<file path="config.mk">
export PLATFORM = sky130hd
export DESIGN_NAME = oam_dma_arbiter_flat
export DESIGN_NICKNAME = d
export VERILOG_FILES = /design/src/rtl/gb_bus_pkg.sv /design/src/rtl/oam_dma_arbiter_if.sv /design/src/rtl/oam_dma_arbiter_hram_ram.sv /design/src/rtl/oam_dma_arbiter.sv /design/src/flat_wrapper.sv
export SDC_FILE = /design/constraint.sdc
export NUM_CORES = 1
export LEC_CHECK = 0
export BUFFER_PORTS_ARGS = -buffer_cell sky130_fd_sc_hd__buf_4
export CAP_MARGIN = 0
export CORE_MARGIN = 3
export CORE_UTILIZATION = 50
export CTS_CLUSTER_DIAMETER = 100
export DETAILED_ROUTE_END_ITERATION = 10
export PLACE_DENSITY = 0.84
export REMOVE_ABC_BUFFERS = 1
export SKIP_LAST_GASP = 1
export SLEW_MARGIN = 30
export SYNTH_ARGS = -nofsm -noshare
export SYNTH_HDL_FRONTEND = slang
export SYNTH_SLANG_ARGS = --single-unit
</file>
<file path="constraint.sdc">
create_clock -name i_clk -period 5.29 [get_ports i_clk]
set_input_delay 1.058 -clock i_clk [delete_from_list [all_inputs] [get_ports i_clk]]
set_output_delay 1.058 -clock i_clk [all_outputs]
set_load 0.01 [all_outputs]
</file>
<file path="src/rtl/gb_bus_pkg.sv">
// Shared bus types and address map for the CPU/memory side of the GB core.
package gb_bus_pkg;

  localparam int unsigned ADDR_W = 16;
  localparam int unsigned DATA_W = 8;

  typedef enum logic [1:0] {IDLE, START, XFER} dma_state_t;
  typedef enum logic [1:0] {MEM, HRAM, DMA_REG, BLOCKED} rd_src_t;

  localparam logic [15:0] ADDR_DMA_REG = 16'hFF46;
  localparam logic [15:0] OAM_BASE     = 16'hFE00;
  localparam logic [15:0] HRAM_BASE    = 16'hFF80;
  localparam logic [15:0] HRAM_LAST    = 16'hFFFE;

  function automatic logic is_hram(input logic [15:0] addr);
    return (addr >= HRAM_BASE) && (addr <= HRAM_LAST);
  endfunction

  // Source pages E0-FF alias the C0-DF work RAM (echo region).
  function automatic logic [7:0] src_eff(input logic [7:0] src);
    return (src >= 8'hE0) ? 8'(src - 8'h20) : src;
  endfunction

endpackage

</file>
<file path="src/rtl/oam_dma_arbiter_if.sv">
// CPU-side and memory-side bus bundle around the OAM DMA arbiter.
// master: CPU + memory environment; slave: the arbiter.
interface oam_dma_arbiter_if;
  import gb_bus_pkg::*;

  logic [ADDR_W-1:0] i_cpu_rd_addr;
  logic [DATA_W-1:0] o_cpu_rd_data;
  logic              i_cpu_wr_en;
  logic [ADDR_W-1:0] i_cpu_wr_addr;
  logic [DATA_W-1:0] i_cpu_wr_data;
  logic [ADDR_W-1:0] o_mem_rd_addr;
  logic [DATA_W-1:0] i_mem_rd_data;
  logic              o_mem_wr_en;
  logic [ADDR_W-1:0] o_mem_wr_addr;
  logic [DATA_W-1:0] o_mem_wr_data;
  logic              o_dma_active;

  modport master (
    output i_cpu_rd_addr, i_cpu_wr_en, i_cpu_wr_addr, i_cpu_wr_data, i_mem_rd_data,
    input  o_cpu_rd_data, o_mem_rd_addr, o_mem_wr_en, o_mem_wr_addr, o_mem_wr_data, o_dma_active
  );

  modport slave (
    input  i_cpu_rd_addr, i_cpu_wr_en, i_cpu_wr_addr, i_cpu_wr_data, i_mem_rd_data,
    output o_cpu_rd_data, o_mem_rd_addr, o_mem_wr_en, o_mem_wr_addr, o_mem_wr_data, o_dma_active
  );

endinterface

</file>
<file path="src/rtl/oam_dma_arbiter_hram_ram.sv">
// 127x8 high RAM (FF80-FFFE), synchronous write and registered read.
module hram_ram (
  input  logic       i_clk,
  input  logic       i_wr_en,
  input  logic [6:0] i_wr_addr,
  input  logic [7:0] i_wr_data,
  input  logic [6:0] i_rd_addr,
  output logic [7:0] o_rd_data
);
  localparam int unsigned HRAM_DEPTH = 127;

  logic [7:0] mem_q [HRAM_DEPTH];

  always_ff @(posedge i_clk) begin
    if (i_wr_en) mem_q[i_wr_addr] <= i_wr_data;
    o_rd_data <= mem_q[i_rd_addr];
  end

endmodule

</file>
<file path="src/rtl/oam_dma_arbiter.sv">
// Shares the external memory port between the CPU and the FF46 OAM DMA engine.
// Build option OAM_DMA_HRAM_EN keeps FF80-FFFE HRAM inside this block.
module oam_dma_arbiter
  import gb_bus_pkg::*;
#(
  parameter int unsigned T_PER_M = 4,
  parameter int unsigned DMA_LEN = 160
) (
  input logic              i_clk,
  input logic              i_rst,
  oam_dma_arbiter_if.slave bus
);

  localparam logic [7:0] LAST_IDX = 8'(DMA_LEN - 1);
`ifdef OAM_DMA_HRAM_EN
  localparam bit HRAM_ON = 1'b1;
`else
  localparam bit HRAM_ON = 1'b0;
`endif

  if (T_PER_M != 4) begin : g_bad_t_per_m
    $error("oam_dma_arbiter: T_PER_M must be 4");
  end

  dma_state_t state_q, state_d;
  logic [1:0] t_q, t_d;
  logic [7:0] idx_q, idx_d;
  logic [7:0] src_q, src_d;
  logic [7:0] byte_q, byte_d;
  logic       active_q;
  rd_src_t    rd_cls_q, rd_cls_d;
  logic [7:0] hram_rdata;

  logic wr_dma_reg, wr_hram, rd_dma_reg, rd_hram;

  assign wr_dma_reg = bus.i_cpu_wr_en && (bus.i_cpu_wr_addr == ADDR_DMA_REG);
  assign wr_hram    = HRAM_ON && bus.i_cpu_wr_en && is_hram(bus.i_cpu_wr_addr);
  assign rd_dma_reg = (bus.i_cpu_rd_addr == ADDR_DMA_REG);
  assign rd_hram    = HRAM_ON && is_hram(bus.i_cpu_rd_addr);

`ifdef OAM_DMA_HRAM_EN
  hram_ram u_hram (
    .i_clk     (i_clk),
    .i_wr_en   (wr_hram),
    .i_wr_addr (bus.i_cpu_wr_addr[6:0]),
    .i_wr_data (bus.i_cpu_wr_data),
    .i_rd_addr (bus.i_cpu_rd_addr[6:0]),
    .o_rd_data (hram_rdata)
  );
`else
  assign hram_rdata = 8'hFF;
`endif

  // State and datapath registers.
  always_ff @(posedge i_clk or posedge i_rst) begin
    if (i_rst) begin
      state_q  <= IDLE;
      t_q      <= 2'd0;
      idx_q    <= 8'h00;
      src_q    <= 8'h00;
      byte_q   <= 8'h00;
      active_q <= 1'b0;
      rd_cls_q <= MEM;
    end else begin
      state_q  <= state_d;
      t_q      <= t_d;
      idx_q    <= idx_d;
      src_q    <= src_d;
      byte_q   <= byte_d;
      active_q <= (state_d != IDLE);
      rd_cls_q <= rd_cls_d;
    end
  end

  // Next state: an FF46 write (re)starts the copy from any state.
  always_comb begin
    state_d = state_q;
    t_d     = t_q;
    idx_d   = idx_q;
    src_d   = src_q;
    byte_d  = byte_q;
    if (wr_dma_reg) begin
      src_d   = bus.i_cpu_wr_data;
      state_d = START;
      t_d     = 2'd0;
      idx_d   = 8'h00;
    end else begin
      case (state_q)
        START: begin
          t_d = t_q + 2'd1;
          if (t_q == 2'd3) state_d = XFER;
        end
        XFER: begin
          t_d = t_q + 2'd1;
          if (t_q == 2'd1) byte_d = bus.i_mem_rd_data;
          if (t_q == 2'd3) begin
            if (idx_q == LAST_IDX) begin
              state_d = IDLE;
              idx_d   = 8'h00;
            end else begin
              idx_d = idx_q + 8'd1;
            end
          end
        end
        default: ;
      endcase
    end
  end

  // Read class travels with the one-clock memory latency.
  always_comb begin
    rd_cls_d = MEM;
    if (rd_dma_reg)    rd_cls_d = DMA_REG;
    else if (rd_hram)  rd_cls_d = HRAM;
    else if (active_q) rd_cls_d = BLOCKED;
  end

  // Memory port: CPU passthrough in IDLE, DMA-only otherwise.
  always_comb begin
    bus.o_mem_rd_addr = 16'h0000;
    bus.o_mem_wr_en   = 1'b0;
    bus.o_mem_wr_addr = 16'h0000;
    bus.o_mem_wr_data = 8'h00;
    case (state_q)
      IDLE: begin
        bus.o_mem_rd_addr = (rd_dma_reg || rd_hram) ? 16'h0000 : bus.i_cpu_rd_addr;
        bus.o_mem_wr_en   = bus.i_cpu_wr_en && !wr_dma_reg && !wr_hram;
        bus.o_mem_wr_addr = bus.i_cpu_wr_addr;
        bus.o_mem_wr_data = bus.i_cpu_wr_data;
      end
      XFER: begin
        bus.o_mem_rd_addr = {src_eff(src_q), idx_q};
        bus.o_mem_wr_en   = (t_q == 2'd2);
        bus.o_mem_wr_addr = OAM_BASE + {8'h00, idx_q};
        bus.o_mem_wr_data = byte_q;
      end
      default: ;
    endcase
    // Reset kills the port at once, including a strobe already in flight.
    if (i_rst) begin
      bus.o_mem_rd_addr = 16'h0000;
      bus.o_mem_wr_en   = 1'b0;
      bus.o_mem_wr_addr = 16'h0000;
      bus.o_mem_wr_data = 8'h00;
    end
  end

  always_comb begin
    bus.o_cpu_rd_data = 8'h00;
    if (!i_rst) begin
      case (rd_cls_q)
        MEM:     bus.o_cpu_rd_data = bus.i_mem_rd_data;
        HRAM:    bus.o_cpu_rd_data = hram_rdata;
        DMA_REG: bus.o_cpu_rd_data = src_q;
        default: bus.o_cpu_rd_data = 8'hFF;
      endcase
    end
  end

  assign bus.o_dma_active = active_q;

endmodule

</file>
<file path="src/flat_wrapper.sv">
// flat-port wrapper written by rule: the top's interface ports become plain ports
module oam_dma_arbiter_flat import gb_bus_pkg::*;
#(
  parameter int unsigned T_PER_M = 4,
  parameter int unsigned DMA_LEN = 160
)
  (i_clk, i_rst, bus_i_cpu_rd_addr, bus_i_cpu_wr_en, bus_i_cpu_wr_addr, bus_i_cpu_wr_data, bus_i_mem_rd_data, bus_o_cpu_rd_data, bus_o_mem_rd_addr, bus_o_mem_wr_en, bus_o_mem_wr_addr, bus_o_mem_wr_data, bus_o_dma_active);
  oam_dma_arbiter_if bus_i ();
  input logic i_clk;
  input logic i_rst;
  input wire logic [$bits(bus_i.i_cpu_rd_addr)-1:0] bus_i_cpu_rd_addr;
  input wire logic [$bits(bus_i.i_cpu_wr_en)-1:0] bus_i_cpu_wr_en;
  input wire logic [$bits(bus_i.i_cpu_wr_addr)-1:0] bus_i_cpu_wr_addr;
  input wire logic [$bits(bus_i.i_cpu_wr_data)-1:0] bus_i_cpu_wr_data;
  input wire logic [$bits(bus_i.i_mem_rd_data)-1:0] bus_i_mem_rd_data;
  output wire logic [$bits(bus_i.o_cpu_rd_data)-1:0] bus_o_cpu_rd_data;
  output wire logic [$bits(bus_i.o_mem_rd_addr)-1:0] bus_o_mem_rd_addr;
  output wire logic [$bits(bus_i.o_mem_wr_en)-1:0] bus_o_mem_wr_en;
  output wire logic [$bits(bus_i.o_mem_wr_addr)-1:0] bus_o_mem_wr_addr;
  output wire logic [$bits(bus_i.o_mem_wr_data)-1:0] bus_o_mem_wr_data;
  output wire logic [$bits(bus_i.o_dma_active)-1:0] bus_o_dma_active;
  assign bus_i.i_cpu_rd_addr = bus_i_cpu_rd_addr;
  assign bus_i.i_cpu_wr_en = bus_i_cpu_wr_en;
  assign bus_i.i_cpu_wr_addr = bus_i_cpu_wr_addr;
  assign bus_i.i_cpu_wr_data = bus_i_cpu_wr_data;
  assign bus_i.i_mem_rd_data = bus_i_mem_rd_data;
  assign bus_o_cpu_rd_data = bus_i.o_cpu_rd_data;
  assign bus_o_mem_rd_addr = bus_i.o_mem_rd_addr;
  assign bus_o_mem_wr_en = bus_i.o_mem_wr_en;
  assign bus_o_mem_wr_addr = bus_i.o_mem_wr_addr;
  assign bus_o_mem_wr_data = bus_i.o_mem_wr_data;
  assign bus_o_dma_active = bus_i.o_dma_active;
  oam_dma_arbiter #(.T_PER_M(T_PER_M), .DMA_LEN(DMA_LEN)) u_core (.i_clk(i_clk), .i_rst(i_rst), .bus(bus_i));
endmodule
</file>
Yosys cells after proc, flatten, opt, wreduce, memory -nomap -nowiden
Index checks and enable logic that the tools add are counted.

Shifts and indexed selects: 0. Reduce and logical (&&, ||, !) cells: 12. Mux-type cells: 25. Bitwise logic cells: 1. Divide/modulo/power cells: 0. Equal/unequal tests: 9. Multiply operators: 0. $lt $le $gt $ge: 1. Add/sub/neg operators: 4.

Operator list (number): $pmux W16 S2 (2); $mux W8 (7); $mux W16 (3); $eq A16 B16 Y1 const B (2); $pmux W8 S2 (2); $mux W2 (8); $add A10 B9 Y11 const A (1); $add A8 B1 Y8 const B (1); $eq A2 B2 Y1 const B (4); $eq A8 B8 Y1 const B (1); $ge A8 B8 Y1 const B (1); $reduce_bool A2 Y1 (4); $sub A8 B6 Y8 const B (1); $eq A2 B1 Y1 const B (2); $logic_not A2 Y1 (2); $pmux W2 S2 (1); $reduce_and A3 Y1 (1); $add A2 B1 Y2 const B (1); $logic_and A1 B1 Y1 (2); $pmux W1 S2 (1); $reduce_and A2 Y1 (1); $reduce_or A2 Y1 (1); $logic_not A1 Y1 (1); $mux W1 (1); $not A1 Y1 (1).

ROM bits: 0. Bits in registers: 31. Output and inout bits: 50. Bits in latches: 0. Bits in writable memories: 0. Memories kept: 0.

Depth between registers and ports, before layout
Depth in word-level cells: 6. Mapped depth: 7.

Worst setup path after synthesis
Ideal clock, no wire load.

Path kind: in2out. From: input port bus_i_cpu_rd_addr[5]. To: output port bus_o_mem_rd_addr[14]. Buffers on the path: 1. Data arrival time: 2.356 ns. Cell stages on the path: 5. Setup slack: 1.876 ns. Cells stage by stage: or4b_4 -> nor4_4 -> nor2b_2 -> buf_6 -> a32o_1.

Word-level cells in the longest chain between the ends: 4.

RTL lines: start, declared (RTL line flat_wrapper.sv:11) `input wire logic [$bits(bus_i.i_cpu_rd_addr)-1:0] bus_i_cpu_rd_addr;`; $eq A16 B16 Y1 (RTL line oam_dma_arbiter.sv:38) `assign rd_dma_reg = (bus.i_cpu_rd_addr == ADDR_DMA_REG);`; $mux W16 (RTL line oam_dma_arbiter.sv:126) `bus.o_mem_rd_addr = (rd_dma_reg || rd_hram) ? 16'h0000 : bus.i_cpu_rd_addr;`; $pmux W16 S2 (RTL line oam_dma_arbiter.sv:124) `case (state_q)`; $mux W16 (RTL line oam_dma_arbiter.sv:140) `if (i_rst) begin`; end, declared (RTL line flat_wrapper.sv:17) `output wire logic [$bits(bus_i.o_mem_rd_addr)-1:0] bus_o_mem_rd_addr;`.

Every way passes these cells.

Worst setup path after layout
Same ends and word-level chain as after synthesis.

==> flow_metrics.env <==
export IMPL_ys_seq_elements=31
export IMPL_gp_congestion=0.821
export IMPL_slowest_delay_ps=550
export IMPL_io_buffers=100
export IMPL_period_share_pct=71.2
export IMPL_tightest_slew_ps=519
export IMPL_dp_cells=361
export IMPL_die_area_sq_um=5080
export IMPL_grt_pass1_wl_um=10100
export IMPL_io_pins=101
export IMPL_rsz0062_at_grt="false"
export IMPL_final_common_cell="buf_4"
export IMPL_worstPathArrival_ps=2710
export IMPL_start_kind="primary input"
export IMPL_pwr_share_comb_pct=47.9
export IMPL_drt_wirelength_per_cell_um=17.3
export IMPL_synthArstFlopShare_pct=100
export IMPL_cp_cell_sequence="buf_4, or4b_4, nor4_4, nor2b_2, a32o_1, buf_4"
export IMPL_grt_use_total_pct=25.1
export IMPL_yosysTopAreaCell="dfrtp_1"
export IMPL_cts_buffers=5
export IMPL_finalSetupViolCount=0
export IMPL_nFillCells=317
export IMPL_nets=377
export IMPL_cpMostUsedCell="buf_4"
export IMPL_final_antenna_net_count=0
export IMPL_fin_util_pct=74.3
export IMPL_seq_power_share_pct=33.9
export IMPL_hold_violations=0
export IMPL_grt_overflow=0
export IMPL_dp_hpwl_um=4890
export IMPL_area_growth_pct=41.5
export IMPL_yosysTopAreaCellShare_pct=36.4
export IMPL_rr_worst_depth=5
export IMPL_cts_root_buf="clkbuf_8"
export IMPL_cts_resized=0
export IMPL_yosys_warnings=0
export IMPL_dieHeight_um=71.3
export IMPL_drt_total_wl_um=6370
export IMPL_ys_flop_type="dfrtp_1"
export IMPL_whs_ps=515
export IMPL_yosys_top_cells_area="dfrtp_1 (36%), a22o_1 (12%), mux2_2 (7.4%), ha_1 (4.7%), a211oi_1 (3.5%)"
export IMPL_via_per_inst=5.73
export IMPL_synth_cell_types=41
export IMPL_p_leak_nw=1.53
export IMPL_cts_clk_slew_worst_paths_ps=70
export IMPL_start_util_pct=52.5
export IMPL_hold_buffers=0
export IMPL_synth_area_sq_um=2130
export IMPL_layout_drive_gt1_share_pct=42.6
export IMPL_max_vdd_ir_drop_v=0.000252
export IMPL_clock_path_buffers=2
export IMPL_die_w_um=71.3
export IMPL_setup_worst_path_end_class="primary output"
export IMPL_critPathKind="in2out"
export IMPL_rr_startpoint="u_core.state_q[0]"
export IMPL_cts_tree="built"
export IMPL_grt_pass1_vias=2033
export IMPL_cp_max_fo=9
export IMPL_r2r_slack_ps=3430
export IMPL_cts_sinks=31
export IMPL_period_minus_slack_ps=3760
export IMPL_slew_violations=0
export IMPL_path_buf_inv=2
export IMPL_via_count=2116
export IMPL_fmax_ghz=0.266
export IMPL_pre_cts_ws_ps=1530
export IMPL_postCtsSetupBuffers=0
export IMPL_slowest_stage="or4b_4"
export IMPL_dr_first_iter_drc_count=119
export IMPL_drc=0
export IMPL_drv_cap=0
export IMPL_first_pass_iters=4
export IMPL_seq_area_frac_synth_pct=36.4
export IMPL_postSynthCellCount=222
export IMPL_coreArea_sq_um=4060
export IMPL_synth_edf_count=0
export IMPL_internal_power_w=0.000715
export IMPL_htreeDepth=2
export IMPL_grt_max_degree=33
export IMPL_cp_endpoint="bus_o_mem_rd_addr[14]"
export IMPL_switching_share_pct=38.2
export IMPL_finalNonFillerCells=369
export IMPL_skew_ps=5.86
export IMPL_tns_ps=0
export IMPL_reg2reg_to="u_core.byte_q[3]"
export IMPL_hp_class="reg2reg"
export IMPL_layout_common_cells="buf_4 (103), dfrtp_1 (31), a22o_1 (28)"
export IMPL_insertion_delay_ps=280
export IMPL_relSlewSlack_pct=65.4
export IMPL_status="finished clean"
export IMPL_finalWorstSetupSlack_ps=1530
export IMPL_num_antenna_cells=0
export IMPL_power_density_nw_per_um2=384
export IMPL_clockPowerShare_pct=18.2
export IMPL_setup_worst_path_start="bus_i_cpu_rd_addr[5]"
export IMPL_crit_cells=6
export IMPL_critPathTopFamily="simple AND/OR/NAND/NOR gates"
export IMPL_syn_area_per_cell_sq_um=9.60
export IMPL_power_switching_w=0.000443
export IMPL_rows=23
export IMPL_antenna_found_initial=0
export IMPL_required_ps=4230
power groups by stage:
stage / Combinational [W] / Clock, W / Sequential, W
4_1_cts: 0.000558 / 0.000214 / 0.000391
3_5_place_dp: 0.000555 / 0 / 0.000395
2_1_floorplan: 0.000331 / 0 / 0.000367
6_report: 0.000555 / 0.000211 / 0.000392
5_1_grt: 0.000611 / 0.000223 / 0.000405
3_3_place_gp: 0.000543 / 0 / 0.000389
cells by family after synthesis:
logic type      count (synthesis)  synth area share (%)
simple gates                   77                  21.5
buf+inv                        21                  4.11
flops                          31                  36.4
mux                            15                  7.87
fa+ha+maj                       8                  4.70
compound gates                 66                  23.8
xor+xnor                        4                  1.64
cells in the mapped netlist, types with 2 or more instances:
cell type / number
a211oi_1: 10
a21o_1: 7
a21oi_1: 7
a22o_1: 28
a31oi_1: 3
and2_1: 3
buf_1: 2
clkbuf_1: 10
dfrtp_1: 31
ha_1: 8
inv_1: 7
mux2_2: 14
nand2_1: 14
nand3_1: 8
nand3b_1: 2
nand4_1: 6
nand4bb_1: 3
nor2_1: 16
nor2b_1: 11
nor3_1: 4
nor4_4: 2
o21ai_0: 5
xor2_1: 3
worst min-delay path by stage:
stage                       end              from  depth (start not counted)
6_report       u_core.byte_q[7]  u_core.byte_q[7]                          1
5_1_grt        u_core.byte_q[0]  u_core.byte_q[0]                          1
3_3_place_gp   u_core.byte_q[1]  u_core.byte_q[1]                          1
2_1_floorplan  u_core.byte_q[0]  u_core.byte_q[0]                          1
4_1_cts        u_core.byte_q[1]  u_core.byte_q[1]                          1
3_5_place_dp   u_core.byte_q[1]  u_core.byte_q[1]                          1
per-layer routing:
layer / wire (um) / global-route usage, %
met5: 0 / 0
met2: 3210 / 40.9
met3: 428 / 5.61
met4: 63 / 6.47
met1: 2670 / 33.8
sequential cells by signal, indices dropped and copies added (netlist names):
| signal | count |
|---|---|
| u_core.bus.o_dma_active | 1 |
| u_core.byte_q | 8 |
| u_core.state_q | 2 |
| u_core.t_q | 2 |
| u_core.src_q | 8 |
| u_core.idx_q | 8 |
| u_core.rd_cls_q | 2 |
layout make-up:
cell class	count	area [sq um]	share of cell area (%)
tap	50	62.6	2.08
clock buffer	7	96.3	3.20
sequential	31	776	25.7
clock inverter	1	7.51	0.249
inverter	7	26.3	0.872
timing repair buffer	103	773	25.7
multi-input combinational	170	1270	42.2
stage by stage:
step / power [W] / area (sq um)
5_1_grt: 0.00124 / 3010
2_1_floorplan: 0.000698 / 2070
6_report: 0.00116 / 3010
4_1_cts: 0.00116 / 3010
3_3_place_gp: 0.000932 / 2910
3_5_place_dp: 0.000951 / 2910
Power figures use the tool's default switching activity.
